**src/rtl/cu_pkg.sv**
```systemverilog
// Shared types and constants for the multi-cycle control unit.
package cu_pkg;

  typedef enum logic [2:0] {FETCH, DECODE, EXECUTE, MEM, WB, HALT} state_e;

  // Register-file write-data source selects
  localparam logic [2:0] RFWD_ALU    = 3'd0;
  localparam logic [2:0] RFWD_MEM    = 3'd1;
  localparam logic [2:0] RFWD_IMM    = 3'd2;
  localparam logic [2:0] RFWD_PC_IMM = 3'd3;
  localparam logic [2:0] RFWD_PC4    = 3'd4;

  // RV32I major opcodes
  localparam logic [6:0] OP_R  = 7'b0110011;
  localparam logic [6:0] OP_I  = 7'b0010011;
  localparam logic [6:0] OP_L  = 7'b0000011;
  localparam logic [6:0] OP_S  = 7'b0100011;
  localparam logic [6:0] OP_B  = 7'b1100011;
  localparam logic [6:0] OP_LU = 7'b0110111;
  localparam logic [6:0] OP_AU = 7'b0010111;
  localparam logic [6:0] OP_J  = 7'b1101111;
  localparam logic [6:0] OP_JL = 7'b1100111;

  localparam logic [3:0] ALU_ADD = 4'b0000;

  // Decoded control bundle for the EXECUTE / MEM states
  typedef struct packed {
    logic       legal;
    logic       reg_we;
    logic       alu_src;
    logic [3:0] alu_ctrl;
    logic [2:0] rfwd_sel;
    logic       branch;
    logic       jal;
    logic       jalr;
    logic       is_mem;
    logic       is_store;
  } ctrl_t;

endpackage

```
**src/rtl/instr_decoder.sv**
```systemverilog
// Combinational opcode/funct decode into the control bundle.
module instr_decoder
  import cu_pkg::*;
(
  input  logic [31:0] instr,
  output ctrl_t       ctrl
);

  logic [6:0] opcode;
  logic [2:0] f3;
  logic       f7_5;
  logic       unused_bits;

  assign opcode      = instr[6:0];
  assign f3          = instr[14:12];
  assign f7_5        = instr[30];
  assign unused_bits = ^{instr[31], instr[29:15], instr[11:7]};

  // Decode opcode into control fields; unknown opcodes leave legal=0
  always_comb begin
    ctrl          = '0;
    ctrl.alu_ctrl = ALU_ADD;
    case (opcode)
      OP_R: begin
        ctrl.legal    = 1'b1;
        ctrl.reg_we   = 1'b1;
        ctrl.alu_ctrl = {f7_5, f3};
      end
      OP_I: begin
        ctrl.legal    = 1'b1;
        ctrl.reg_we   = 1'b1;
        ctrl.alu_src  = 1'b1;
        // Only shift-right immediates use f7[5] (SRLI vs SRAI)
        ctrl.alu_ctrl = {(f3 == 3'b101) ? f7_5 : 1'b0, f3};
      end
      OP_L: begin
        ctrl.legal   = 1'b1;
        ctrl.alu_src = 1'b1;
        ctrl.is_mem  = 1'b1;
      end
      OP_S: begin
        ctrl.legal    = 1'b1;
        ctrl.alu_src  = 1'b1;
        ctrl.is_mem   = 1'b1;
        ctrl.is_store = 1'b1;
      end
      OP_B: begin
        ctrl.legal    = 1'b1;
        ctrl.branch   = 1'b1;
        ctrl.alu_ctrl = {1'b0, f3};
      end
      OP_LU: begin
        ctrl.legal    = 1'b1;
        ctrl.reg_we   = 1'b1;
        ctrl.rfwd_sel = RFWD_IMM;
      end
      OP_AU: begin
        ctrl.legal    = 1'b1;
        ctrl.reg_we   = 1'b1;
        ctrl.rfwd_sel = RFWD_PC_IMM;
      end
      OP_J: begin
        ctrl.legal    = 1'b1;
        ctrl.reg_we   = 1'b1;
        ctrl.jal      = 1'b1;
        ctrl.rfwd_sel = RFWD_PC4;
      end
      OP_JL: begin
        ctrl.legal    = 1'b1;
        ctrl.reg_we   = 1'b1;
        ctrl.alu_src  = 1'b1;
        ctrl.jal      = 1'b1;
        ctrl.jalr     = 1'b1;
        ctrl.rfwd_sel = RFWD_PC4;
      end
      default: ;
    endcase
  end

endmodule

```
**src/rtl/multicycle_control_unit.sv**
```systemverilog
// Multi-cycle RV32I controller: FSM, data-bus handshake with timeout, sticky error flags.
module multicycle_control_unit
  import cu_pkg::*;
#(
  parameter int unsigned BUS_TIMEOUT = 16
) (
  input  logic        clk,
  input  logic        reset,
  input  logic [31:0] instrCode,
  output logic        PCEn,
  output logic        regFileWe,
  output logic [3:0]  aluControl,
  output logic        aluSrcMuxSel,
  output logic [2:0]  RFWDSrcMuxSel,
  output logic        branch,
  output logic        jal,
  output logic        jalr,
  output logic        busReq,
  output logic        busWe,
  input  logic        busReady,
  output logic        illegalInstr,
  output logic        busErr
);

  if (BUS_TIMEOUT > 255) begin : g_timeout_check
    $error("BUS_TIMEOUT must fit the 8-bit wait timer");
  end

  // Timer value on the final permitted wait cycle
  localparam logic [7:0] TimeoutLast = 8'(BUS_TIMEOUT - 1);

  state_e     state_q, state_d;
  logic [7:0] timer_q, timer_d;
  logic       illegal_q, illegal_d;
  logic       bus_err_q, bus_err_d;
  ctrl_t      ctrl;

  // instrCode is assumed stable from DECODE until the next FETCH
  instr_decoder u_decoder (
    .instr (instrCode),
    .ctrl  (ctrl)
  );

  // State, wait timer and sticky flags
  always_ff @(posedge clk or negedge reset) begin
    if (!reset) begin
      state_q   <= FETCH;
      timer_q   <= '0;
      illegal_q <= 1'b0;
      bus_err_q <= 1'b0;
    end else begin
      state_q   <= state_d;
      timer_q   <= timer_d;
      illegal_q <= illegal_d;
      bus_err_q <= bus_err_d;
    end
  end

  // Next-state logic and per-state control strobes
  always_comb begin
    state_d       = state_q;
    timer_d       = timer_q;
    illegal_d     = illegal_q;
    bus_err_d     = bus_err_q;
    PCEn          = 1'b0;
    regFileWe     = 1'b0;
    aluControl    = '0;
    aluSrcMuxSel  = 1'b0;
    RFWDSrcMuxSel = RFWD_ALU;
    branch        = 1'b0;
    jal           = 1'b0;
    jalr          = 1'b0;
    busReq        = 1'b0;
    busWe         = 1'b0;

    case (state_q)
      FETCH: begin
        PCEn    = 1'b1;
        state_d = DECODE;
      end
      DECODE: begin
        if (ctrl.legal) begin
          state_d = EXECUTE;
        end else begin
          state_d   = HALT;
          illegal_d = 1'b1;
        end
      end
      EXECUTE: begin
        regFileWe     = ctrl.reg_we;
        aluControl    = ctrl.alu_ctrl;
        aluSrcMuxSel  = ctrl.alu_src;
        RFWDSrcMuxSel = ctrl.rfwd_sel;
        branch        = ctrl.branch;
        jal           = ctrl.jal;
        jalr          = ctrl.jalr;
        timer_d       = '0;
        state_d       = ctrl.is_mem ? MEM : FETCH;
      end
      MEM: begin
        busReq = 1'b1;
        busWe  = ctrl.is_store;
        if (busReady) begin
          timer_d = '0;
          state_d = ctrl.is_store ? FETCH : WB;
        end else if ((BUS_TIMEOUT != 0) && (timer_q == TimeoutLast)) begin
          timer_d   = '0;
          bus_err_d = 1'b1;
          state_d   = HALT;
        end else begin
          timer_d = timer_q + 8'd1;
        end
      end
      WB: begin
        regFileWe     = 1'b1;
        RFWDSrcMuxSel = RFWD_MEM;
        state_d       = FETCH;
      end
      HALT: ;
      default: state_d = FETCH;
    endcase

    // Strobes drop the moment reset asserts, not at the next edge
    if (!reset) begin
      PCEn          = 1'b0;
      regFileWe     = 1'b0;
      aluControl    = '0;
      aluSrcMuxSel  = 1'b0;
      RFWDSrcMuxSel = RFWD_ALU;
      branch        = 1'b0;
      jal           = 1'b0;
      jalr          = 1'b0;
      busReq        = 1'b0;
      busWe         = 1'b0;
    end
  end

  assign illegalInstr = illegal_q;
  assign busErr       = bus_err_q;

endmodule
```
**config.mk**
```make
export PLATFORM = sky130hd
export DESIGN_NAME = multicycle_control_unit
export DESIGN_NICKNAME = d
export VERILOG_FILES = /design/src/rtl/cu_pkg.sv /design/src/rtl/instr_decoder.sv /design/src/rtl/multicycle_control_unit.sv
export SDC_FILE = /design/constraint.sdc
export NUM_CORES = 1
export LEC_CHECK = 0
export BUFFER_PORTS_ARGS = -buffer_cell sky130_fd_sc_hd__clkbuf_2
export CAP_MARGIN = 10
export CORE_MARGIN = 2
export CORE_UTILIZATION = 45
export CTS_CLUSTER_DIAMETER = 60
export DETAILED_ROUTE_END_ITERATION = 7
export HOLD_SLACK_MARGIN = 0.03
export PLACE_DENSITY_LB_ADDON = 0.05
export RECOVER_POWER = 25
export SLEW_MARGIN = 0
export SYNTH_ARGS = -nofsm -noshare
export SYNTH_HDL_FRONTEND = slang
export SYNTH_HIERARCHICAL = 1
export SYNTH_SLANG_ARGS = --single-unit
export TNS_END_PERCENT = 10
```
**constraint.sdc**
```tcl
create_clock -name clk -period 1.8 [get_ports clk]
set_input_delay 0.09 -clock clk [delete_from_list [all_inputs] [get_ports clk]]
set_output_delay 0.09 -clock clk [all_outputs]
set_load 0.05 [all_outputs]
```
==> qor.yml, run 1 <==
crit_type: "flop to output port"
status: "finished, final reports clean"
ios: 52
end_kind: "output port"
crit_buf_inv: 1
yosysSeqAreaShare_pct: 31.6
gp_congestion: 0.756
wl_per_cell_um: 12.9
cp_cell_sequence: "nor2b_2 -> and3_1 -> and2_2 -> buf_2"
clkTransAtPathRegs_ns: 0.09
clock_latency_ns: 0.27
antenna_found_initial: 0
synth_fp_nets: 156
routed_wl_um: 2380
syn_area_um2: 1030
setup_violations: 0
dp_hpwl_um: 1900
power_frac_comb_pct: 11.2
vdd_ir_drop_max_uv: 303
critPathTopFamily: "simple AND/OR/NAND/NOR gates"
ys_types: 39
slowest_delay_ns: 0.48
overflow: 0
required_ns: 1.71
synth_ff_type: "dfrtp_1"
leakagePower_nw: 0.606
cp.depth: 4
p_switching_w: 0.000128
cts_root_buf: "clkbuf_4"
slew_viol_final: 0
numClockSinks: 13
die_y_um: 51.8
fin_tns_setup_ns: 0
async_flop_share_pct: 100
slew-limit-headroom_pct: 72.4
finalHoldViolCount: 0
whs_path_depth: 2
grt.total_usage_pct: 20.7
worst_slew_pin_slew_ns: 0.410
grt_pass1_wl_um: 4170
synth-seq-cells: 13
skew_ns: 0.00802
cp-start-kind: "flop"
report.power.total_w: 0.000532
cp_max_fo: 10
max_cap_violations: 0
dieArea_um2: 2680
timing.final.crit_period_ns: 1.69
p_clk_share_pct: 34.0
worstPathArrival_ns: 1.60
cts_made_buffers: 3
die-width_um: 51.8
clockBufferDepth: 2
row_count: 17
yosysWarnings: 6
cts.htree.levels: 1
fillCellCount: 215
core_area_um2: 2190
power_density_nw_per_um2: 415
area_growth_pct: 24.5
hold_ws_ns: 0.0492
synth_area_per_cell_um2: 8.57
synth_edf_count: 0
drive_gt1_share_pct: 32.1
internal_power_w: 0.000404
synthCells: 120
port-buffer-count: 30
antenna_cells: 0
synth_top_area_share_pct: 31.6
cts_tree: "yes"
drc: 0
reg2regPathDepth: 6
yosysTopAreaCell: "dfrtp_1"
vias: 1012
switching_share_pct: 24.1
period_share_pct: 94.0
vias_per_cell: 5.50
first_global_vias: 956
max_freq_mhz: 591
min_path_type: "input pin to flop"
drtAntennaViolNets: 0
synth.area.top_cells: "dfrtp_1 32%, and2_1 8.5%, nand2_1 4.7%, a21oi_1 3.9%, o21ai_0 3.9%"
drt_iter0_drc: 20
dr.pass1.iters: 4
crit_path_top_delay_cell: "dfrtp_2"
rsz0062_at_grt: "false"
p_seq_share_pct: 54.9
start_util_pct: 46.9
nets: 193
grt_max_degree: 15
what timing repair did:
item	CTS	global route
resized for setup	7	9
setup buffers	0	0
setup endpoints to repair	13	9
hold buffers	1	0
hold endpoints to repair	13	0
pin swaps	0	0
metrics by stage:
step	cell area [um^2]	setup WS, ns	std cells	utilization [%]
final	1280	0.109	184	58.4
after global routing	1280	0.0134	184	58.4
after CTS	1280	0.0745	184	58.4
after detailed placement	1220	0.194	179	55.9
after global placement	1220	0.222	179	55.9
after floorplan	1030	0.0333	120	-
worst register-to-register path, cell delays in order, from the launching register on:
cell and delay, ns:
dfrtp_1 0.39, ha_1 0.23, nand4b_2 0.18, o41ai_4 0.39, buf_4 0.19, nand2_1 0.04
a21oi_1 0.13
area by class of cell:
type | count | area [um^2] | share of cell area [%]
Inverter | 4 | 15.0 | 1.17
Sequential cell | 13 | 328 | 25.6
Multi-Input combinational cell | 100 | 679 | 53.1
Tap cell | 28 | 35.0 | 2.74
Clock buffer | 4 | 26.3 | 2.05
Timing Repair Buffer | 35 | 196 | 15.3
sequential cells by signal (all words and copies together) (netlist names):
signal	flops
timer_q	8
state_q	3
illegalInstr	1
busErr	1
cell usage in the layout, fill, tap and decap left out, drive strengths merged, types with 2 or more instances in the layout:
master and n:
clkbuf 26, and2 14, nand2 13, dfrtp 13, buf 12, a21oi 9
nor2 9, o21ai 9, nor3 6, inv 4, nand3 4, nand2b 4
nor4 3, a21o 3, and3 2, nand3b 2, a211oi 2, nor2b 2
nand4b 2, o41ai 2, nand4bb 2
final timing paths:
check	end	slack [ns]	start
worst max-delay path	busWe	0.11	state_q[1]
worst min-delay path	timer_q[3]	0.05	busReady
worst max register to register	state_q[2]	0.19	timer_q[0]
worst min register to register	illegalInstr	0.46	illegalInstr
max in group asynchronous	state_q[1]	1.27	reset
min in group asynchronous	timer_q[3]	0.35	reset
Yosys cell counts (all sizes together) (2+ instances only):
cell     count
and2        14
dfrtp       13
nand2       13
a21oi        9
nor2         9
o21ai        9
nor3         6
inv          4
nand2b       4
nand3        4
a21o         3
buf          3
nor4         3
a211oi       2
and3         2
nand3b       2
nand4b       2
nand4bb      2
nor2b        2
o41ai        2
kinds of logic after synthesis:
kind of cell	synth area share, %
simple gates	41.5
compound gates	19.5
flops	31.6
buf+inv	3.41
xor+xnor	1.70
mux	1.09
fa+ha+maj	1.22
power by group through the flow:
stage,clock network [W],logic [W],registers [W]
after floorplan,0,0.0000221,0.000298
after global placement,0,0.0000577,0.000298
after detailed placement,0,0.0000587,0.000298
after CTS,0.000192,0.0000606,0.000292
after global routing,0.000198,0.0000668,0.000292
final,0.000181,0.0000594,0.000292
per-layer routing:
metal  up-vias  wire length, um  GRT usage [%]
met5         -                0              0
met4         0               58           9.21
met3         6              119           3.45
met2        30             1170           37.4
met1       467             1020           23.8
li1        509                -              -
No activity file was read; power rests on OpenSTA's default activity.
==> run 2: changes to the inputs <==
--- a/config.mk
+++ b/config.mk
@@ -5,10 +5,11 @@
 export SDC_FILE = /design/constraint.sdc
 export NUM_CORES = 1
 export LEC_CHECK = 0
+export ABC_AREA = 1
 export BUFFER_PORTS_ARGS = -buffer_cell sky130_fd_sc_hd__clkbuf_2
 export CAP_MARGIN = 10
 export CORE_MARGIN = 2
-export CORE_UTILIZATION = 45
+export CORE_UTILIZATION = 46
 export CTS_CLUSTER_DIAMETER = 60
 export DETAILED_ROUTE_END_ITERATION = 7
 export HOLD_SLACK_MARGIN = 0.03
==> run 2 against run 1 <==
Net effect:
- die area increased by 5.8%
- register-to-register slack better by 0.20 ns
- hold slack improved by 0.13 ns
- synthesized cell count is 53% higher
- largest cell class unchanged
- sequential power about the same
- fmax rose by 0.55%
- highest routed layer unchanged
- area after synthesis grew 8.6%
- critical path type unchanged
- combinational power rose by 9.8%
- global-route usage grew 0.098 points
==> qor.yml, run 2 <==
area_growth_pct: 22.6
layout_commonest_cell: "nand2_1"
yosysMostFrequentCell: "nand2_1"
vias_per_cell: 4.96  # -9.9%
async_flop_share_pct: 100  # unchanged
worst_slew_pin_slew_ns: 0.477  # +0.0670 ns
postCtsSetupRepairBufs: 0  # unchanged
crit_type: "flop to output port"
min_to: "busErr"
clock_latency_ns: 0.28  # about the same
synth_ff_type: "dfrtp_1"
cts_made_buffers: 3  # unchanged
cts_tree: "yes"
start_util_pct: 49.6  # +2.6 points
slew_viol_final: 0  # unchanged
stdcell_area_um2: 1370  # +7.0%
slew-limit-headroom_pct: 68.2  # -4.2 points
wl_per_cell_um: 10.5  # -18%
synth.area.top_cells: "dfrtp_1 29%, nand2_1 16%, inv_1 12%, nor2_1 10%, nand3_1 6.3%"
dpl_cell_area_um2: 1300  # +6.3%
end_kind: "output port"
max_freq_mhz: 594  # +0.55%
routed_wl_um: 2590  # +9.1%
rsz0062_at_grt: "false"
vias: 1219  # +20%
worstPathArrival_ns: 1.59  # about the same
nets: 255  # +32%
numClockSinks: 13  # unchanged
synth-seq-cells: 13  # unchanged
drc: 0  # unchanged
r2r_end: "state_q[0]"
min_path_type: "input pin to flop"
clockBufferDepth: 2  # unchanged
status: "finished, final reports clean"
cp-start-kind: "flop"
reg2reg_setup_slack_ns: 0.39  # +0.20 ns
cts.htree.levels: 1  # unchanged
skew_ns: 0.00584  # -0.00218 ns
cp_max_fo: 10  # unchanged
r2r_start: "timer_q[0]"
synth_area_per_cell_um2: 6.11  # -29%
setup_violations: 0  # unchanged
synth_edf_count: 0  # unchanged
fin_tns_setup_ns: 0  # unchanged
worstHoldStart: "busReady"
ys_top_cells_by_count: "47 x nand2_1, 36 x inv_1, 31 x nor2_1, 14 x nand3_1, 13 x dfrtp_1"
row_count: 17  # unchanged
ios: 52  # unchanged
whs_path_depth: 4  # +2
die-width_um: 53.3  # +2.9%
timing.final.crit_period_ns: 1.68  # -0.00923 ns
antenna_found_initial: 0  # unchanged
placed_cells: 241  # +35%
drive_gt1_share_pct: 24.3  # -7.7 points
gp_congestion: 0.762  # +0.81%
drtAntennaViolNets: 0  # unchanged
die_y_um: 53.3  # +2.9%
vdd_ir_drop_max_uv: 467  # +54%
clkTransAtPathRegs_ns: 0.07  # -0.02 ns
overflow: 0  # unchanged
required_ns: 1.71  # about the same
synthCells: 183  # +53%
first_global_vias: 1059  # +11%
port-buffer-count: 30  # unchanged
synth_fp_nets: 219  # +40%
dp_hpwl_um: 2090  # +9.9%
reg_top3: "timer_q: 8 flops, state_q: 3 flops"
power_density_nw_per_um2: 393  # -5.3%
syn_area_um2: 1120  # +8.6%
leakagePower_nw: 0.773  # +28%
grt_pass1_wl_um: 4310  # +3.1%
cts_root_buf: "clkbuf_4"
period_share_pct: 93.5  # -0.51 points
dr.pass1.iters: 4  # unchanged
largest_reg_flops: 8  # unchanged
drt_iter0_drc: 25  # +25%
reg2regPathDepth: 6  # unchanged
yosysWarnings: 6  # unchanged
finalHoldViolCount: 0  # unchanged
largest-register: "timer_q"
ys_types: 23  # -41%
max_cap_violations: 0  # unchanged
grt_max_degree: 11  # -4
synth_top_area_share_pct: 29.1  # -2.5 points
core_area_um2: 2250  # +2.9%
antenna_cells: 0  # unchanged
yosysTopAreaCell: "dfrtp_1"
final_cells: 246  # +34%
grt.total_usage_pct: 20.8  # +0.098 points
dieArea_um2: 2840  # +5.8%
final_cell_mix: "47 x nand2_1, 36 x inv_1, 31 x nor2_1, 20 x clkbuf_2, 14 x nand3_1"
yosysSeqAreaShare_pct: 29.1  # -2.5 points
run 2: cell type report:
type	count	area, um^2
Fill cell	215	885
Multi-Input combinational cell	131	647
Clock buffer	4	26.3
Sequential cell	13	327
Timing Repair Buffer	32	193
Inverter	38	143
Tap cell	28	35.0
run 2: power breakdown:
| part | switching (W) | internal [W] | total, W |
|---|---|---|---|
| registers | 0.000000535 | 0.000293 | 0.000293 |
| logic | 0.0000437 | 0.0000216 | 0.0000652 |
| clock network | 0.0000942 | 0.0000859 | 0.000180 |
| total | 0.000138 | 0.000400 | 0.000539 |
run 2: logic make-up (layout without fill, tap and decap cells):
group | count (synthesis) | in the layout | share of synthesized area (%)
and+or+nand+nor | 120 | 120 | 50.8
AOI/OAI and AO/OA | 10 | 10 | 5.49
DFF | 13 | 13 | 29.1
buffers and inverters | 39 | 74 | 13.4
adders and majority gates | 1 | 1 | 1.12
run 2: timing repair:
| item | CTS | global route |
|---|---|---|
| hold buffers | 1 | 0 |
| resized for setup | 0 | 30 |
| setup endpoints to repair | 0 | 12 |
| hold endpoints to repair | 13 | 0 |
run 2: how the worst max path moves through the flow:
| stage | from | endpoint | slack (ns) | cells after the start |
|---|---|---|---|---|
| floorplan | state_q[2] | busWe | 0.03 | 3 |
| global placement | state_q[2] | aluSrcMuxSel | 0.32 | 6 |
| detailed placement | state_q[2] | aluControl[1] | 0.31 | 6 |
| CTS | state_q[2] | branch | 0.009 | 6 |
| global route | state_q[2] | jal | 0.02 | 6 |
| finish | state_q[2] | RFWDSrcMuxSel[2] | 0.12 | 6 |
run 2: per-layer routing:
metal	vias to the layer above	track usage (%)	part of all wire (%)	routed length, um
met5	-	0	0	0
met4	0	8.55	1.1	29
met3	4	3.11	4.0	104
met2	30	38.9	47	1220
met1	548	22.9	48	1240
li1	637	-	-	-
run 2: through the flow:
stage / power, W / hold slack, ns / util (%) / worst slack (ns)
floorplan: 0.000328 / -0.206 / - / 0.0311
global placement: 0.000362 / -0.0389 / 57.8 / 0.319
detailed placement: 0.000364 / -0.0346 / 57.8 / 0.315
CTS: 0.000546 / 0.168 / 59.4 / 0.00896
global route: 0.000562 / 0.192 / 60.8 / 0.0164
finish: 0.000539 / 0.178 / 60.8 / 0.118
run 2: worst max-delay path, stage by stage, from the launching register on:
cell and delay (ns):
dfrtp_2 0.44, inv_2 0.11, nand2_4 0.11, nor2_4 0.21, nand2_4 0.11, nor2_1 0.10, clkbuf_4 0.23
==> run 3: changes to the inputs <==
--- a/config.mk
+++ b/config.mk
@@ -6,12 +6,12 @@
 export NUM_CORES = 1
 export LEC_CHECK = 0
 export ABC_AREA = 1
-export BUFFER_PORTS_ARGS = -buffer_cell sky130_fd_sc_hd__clkbuf_2
 export CAP_MARGIN = 10
 export CORE_MARGIN = 2
-export CORE_UTILIZATION = 46
+export CORE_UTILIZATION = 55
 export CTS_CLUSTER_DIAMETER = 60
 export DETAILED_ROUTE_END_ITERATION = 7
+export DONT_BUFFER_PORTS = 1
 export HOLD_SLACK_MARGIN = 0.03
 export PLACE_DENSITY_LB_ADDON = 0.05
 export RECOVER_POWER = 25
==> constraint.sdc (replaced) <==
create_clock -name clk -period 1.85 [get_ports clk]
set_input_delay 0.0925 -clock clk [delete_from_list [all_inputs] [get_ports clk]]
set_output_delay 0.0925 -clock clk [all_outputs]
set_load 0.05 [all_outputs]
==> run 3 against run 2 <==
Net effect:
- clock skew fell by 0.0028 ns
- worst setup slack improved by 0.014 ns
- register-to-register slack improved by 0.02 ns
- sequential cell count did not move
- non-clock buffer count fell by 17
- global-route usage rose by 2.1 points
- sequential share of layout area rose by 1.3 points
- power fell by 5.3%
- cell area fell by 5.7%
- combinational power fell by 41%
==> qor.yml, run 3 (same netlist as run 2, synthesis figures left out) <==
met1Wirelength_um: 1130  # -8.6%
grt_pass1_wl_um: 4340  # +0.81%
switching_share_pct: 25.4  # -0.29 points
cts_root_buf: "clkbuf_4"
gp_congestion: 0.850  # +11%
area_growth_pct: 15.7
grt_max_degree: 14  # +3
crit_type: "flop to output port"
vdd_ir_drop_max_uv: 514  # +10%
route.met3.wl_um: 152  # +46%
vias_per_cell: 5.07  # +2.3%
report.power.total_w: 0.000510  # -5.3%
reg2regPathDepth: 6  # unchanged
max_freq_mhz: 582
largest-register: "timer_q"
min_to: "timer_q[4]"
rsz0062_at_grt: "true"
largest_reg_flops: 8  # unchanged
dieArea_um2: 2410  # -15%
cts_tree: "yes"
cts_made_buffers: 3  # unchanged
drive_gt1_share_pct: 18.4  # -5.9 points
die_y_um: 49.1  # -7.9%
nets: 238  # -6.7%
timing.final.crit_period_ns: 1.72
power_frac_comb_pct: 7.5  # -4.6 points
vias: 1156  # -5.2%
leakagePower_nw: 0.692  # -10%
internal_power_w: 0.000381  # -4.9%
clkTransAtPathRegs_ns: 0.08  # about the same
crit_buf_inv: 2  # unchanged
status: "finished, final reports clean"
required_ns: 1.76  # +0.05 ns
overflow: 0  # unchanged
layout_commonest_cell: "nand2_1"
crit_path_top_delay_cell: "dfrtp_1"
drc: 0  # unchanged
cp-start-kind: "flop"
p_switching_w: 0.000130  # -6.4%
start_util_pct: 57.5  # +8.0 points
antenna_cells: 0  # unchanged
highest_layer: "met4"
clockBufferDepth: 2  # unchanged
dr.pass1.iters: 4  # unchanged
drt_iter0_drc: 14  # -44%
end_kind: "output port"
routed_wl_um: 2480  # -4.2%
postCtsSetupRepairBufs: 0  # unchanged
drtAntennaViolNets: 0  # unchanged
cp_cell_sequence: "inv_2 -> nand2_2 -> nor2_4 -> nand2_4 -> nor2_1 -> buf_4"
cp_max_fo: 10  # unchanged
worst_slew_pin_slew_ns: 0.605  # +0.128 ns
clock_latency_ns: 0.28  # about the same
ios: 52  # unchanged
slew_viol_final: 0  # unchanged
p_clk_share_pct: 35.7  # +2.3 points
reg2reg_setup_slack_ns: 0.41  # +0.02 ns
dp_hpwl_um: 1970  # -5.7%
fin_tns_setup_ns: 0  # unchanged
grt.total_usage_pct: 22.9  # +2.1 points
max_cap_violations: 0  # unchanged
placed_cells: 222  # -7.9%
p_seq_share_pct: 56.7  # +2.2 points
die-width_um: 49.1  # -7.9%
worstPathArrival_ns: 1.63  # +0.04 ns
antenna_found_initial: 0  # unchanged
slowest_delay_ns: 0.44  # about the same
worstHoldStart: "busReady"
r2r_end: "state_q[0]"
final_cells: 228  # -7.3%
reg_top3: "timer_q: 8 flops, state_q: 3 flops"
skew_ns: 0.00299  # -0.00285 ns
row_count: 16  # -1
finalHoldViolCount: 0  # unchanged
wl_per_cell_um: 10.9  # +3.3%
r2r_start: "timer_q[0]"
first_global_vias: 1094  # +3.3%
slew-limit-headroom_pct: 59.5  # -8.6 points
port-buffer-count: 0  # -100%
whs_path_depth: 3  # -1
setup_violations: 0  # unchanged
period_share_pct: 92.9
min_path_type: "input pin to flop"
critPathTopFamily: "simple AND/OR/NAND/NOR gates"
numClockSinks: 13  # unchanged
core_area_um2: 1940  # -14%
hold_ws_ns: 0.0507  # -0.128 ns
cts.htree.levels: 1  # unchanged
final_cell_mix: "45 x nand2_1, 36 x inv_1, 31 x nor2_1, 14 x nand3_1"
wl_met2_um: 1180  # -2.7%
power_density_nw_per_um2: 395  # +0.40%
[run 3: what timing repair did]
item | CTS | global route
resized for setup | 0 | 2
endpoints found under the hold margin | 15 | 0
hold buffers | 2 | 0
endpoints found under the setup margin | 0 | 3
[run 3: tightest hold or removal path: stages]
cell     delay, ns
inv_1         0.07
nand3_1       0.09
nand2_1       0.04
[run 3: stage by stage]
step	util, %	worst slack [ns]	cell area (um^2)
2_1_floorplan	-	0.0786	1120
3_3_place_gp	63.9	0.425	1240
3_5_place_dp	63.9	0.406	1240
4_1_cts	66.3	0.0935	1290
5_1_grt	66.6	-0.00111	1290
6_report	66.6	0.132	1290
[run 3: cell type report]
type,instances,area [um^2]
fill,199,649
inverter,38,143
multi-input combinational,131,647
timing repair buffer,15,118
sequential,13,325
clock buffer,4,26.3
tap,27,33.8
[run 3: how the worst max path moves through the flow]
stage,start,depth (start not counted),endpoint,slack (ns)
final,state_q[2],6,aluControl[3],0.13
after global routing,state_q[2],6,jalr,-0.001
after CTS,state_q[2],5,RFWDSrcMuxSel[0],0.09
after detailed placement,state_q[2],5,RFWDSrcMuxSel[0],0.41
after global placement,state_q[2],5,regFileWe,0.42
after floorplan,state_q[2],3,busWe,0.08
[run 3: power groups by stage]
stage / combinational [W] / clock [W] / sequential [W]
after CTS: 0.0000385 / 0.000188 / 0.000290
after global placement: 0.0000275 / 0 / 0.000295
final: 0.0000384 / 0.000182 / 0.000289
after detailed placement: 0.0000285 / 0 / 0.000295
after global routing: 0.0000448 / 0.000199 / 0.000290
after floorplan: 0.0000243 / 0 / 0.000295
[run 3: metal layers]
metal  track usage (%)  vias up
met2              40.3       29
met5                 0        -
met3              5.52        2
met4              4.29        0
met1              28.3      524
li1                  -      601
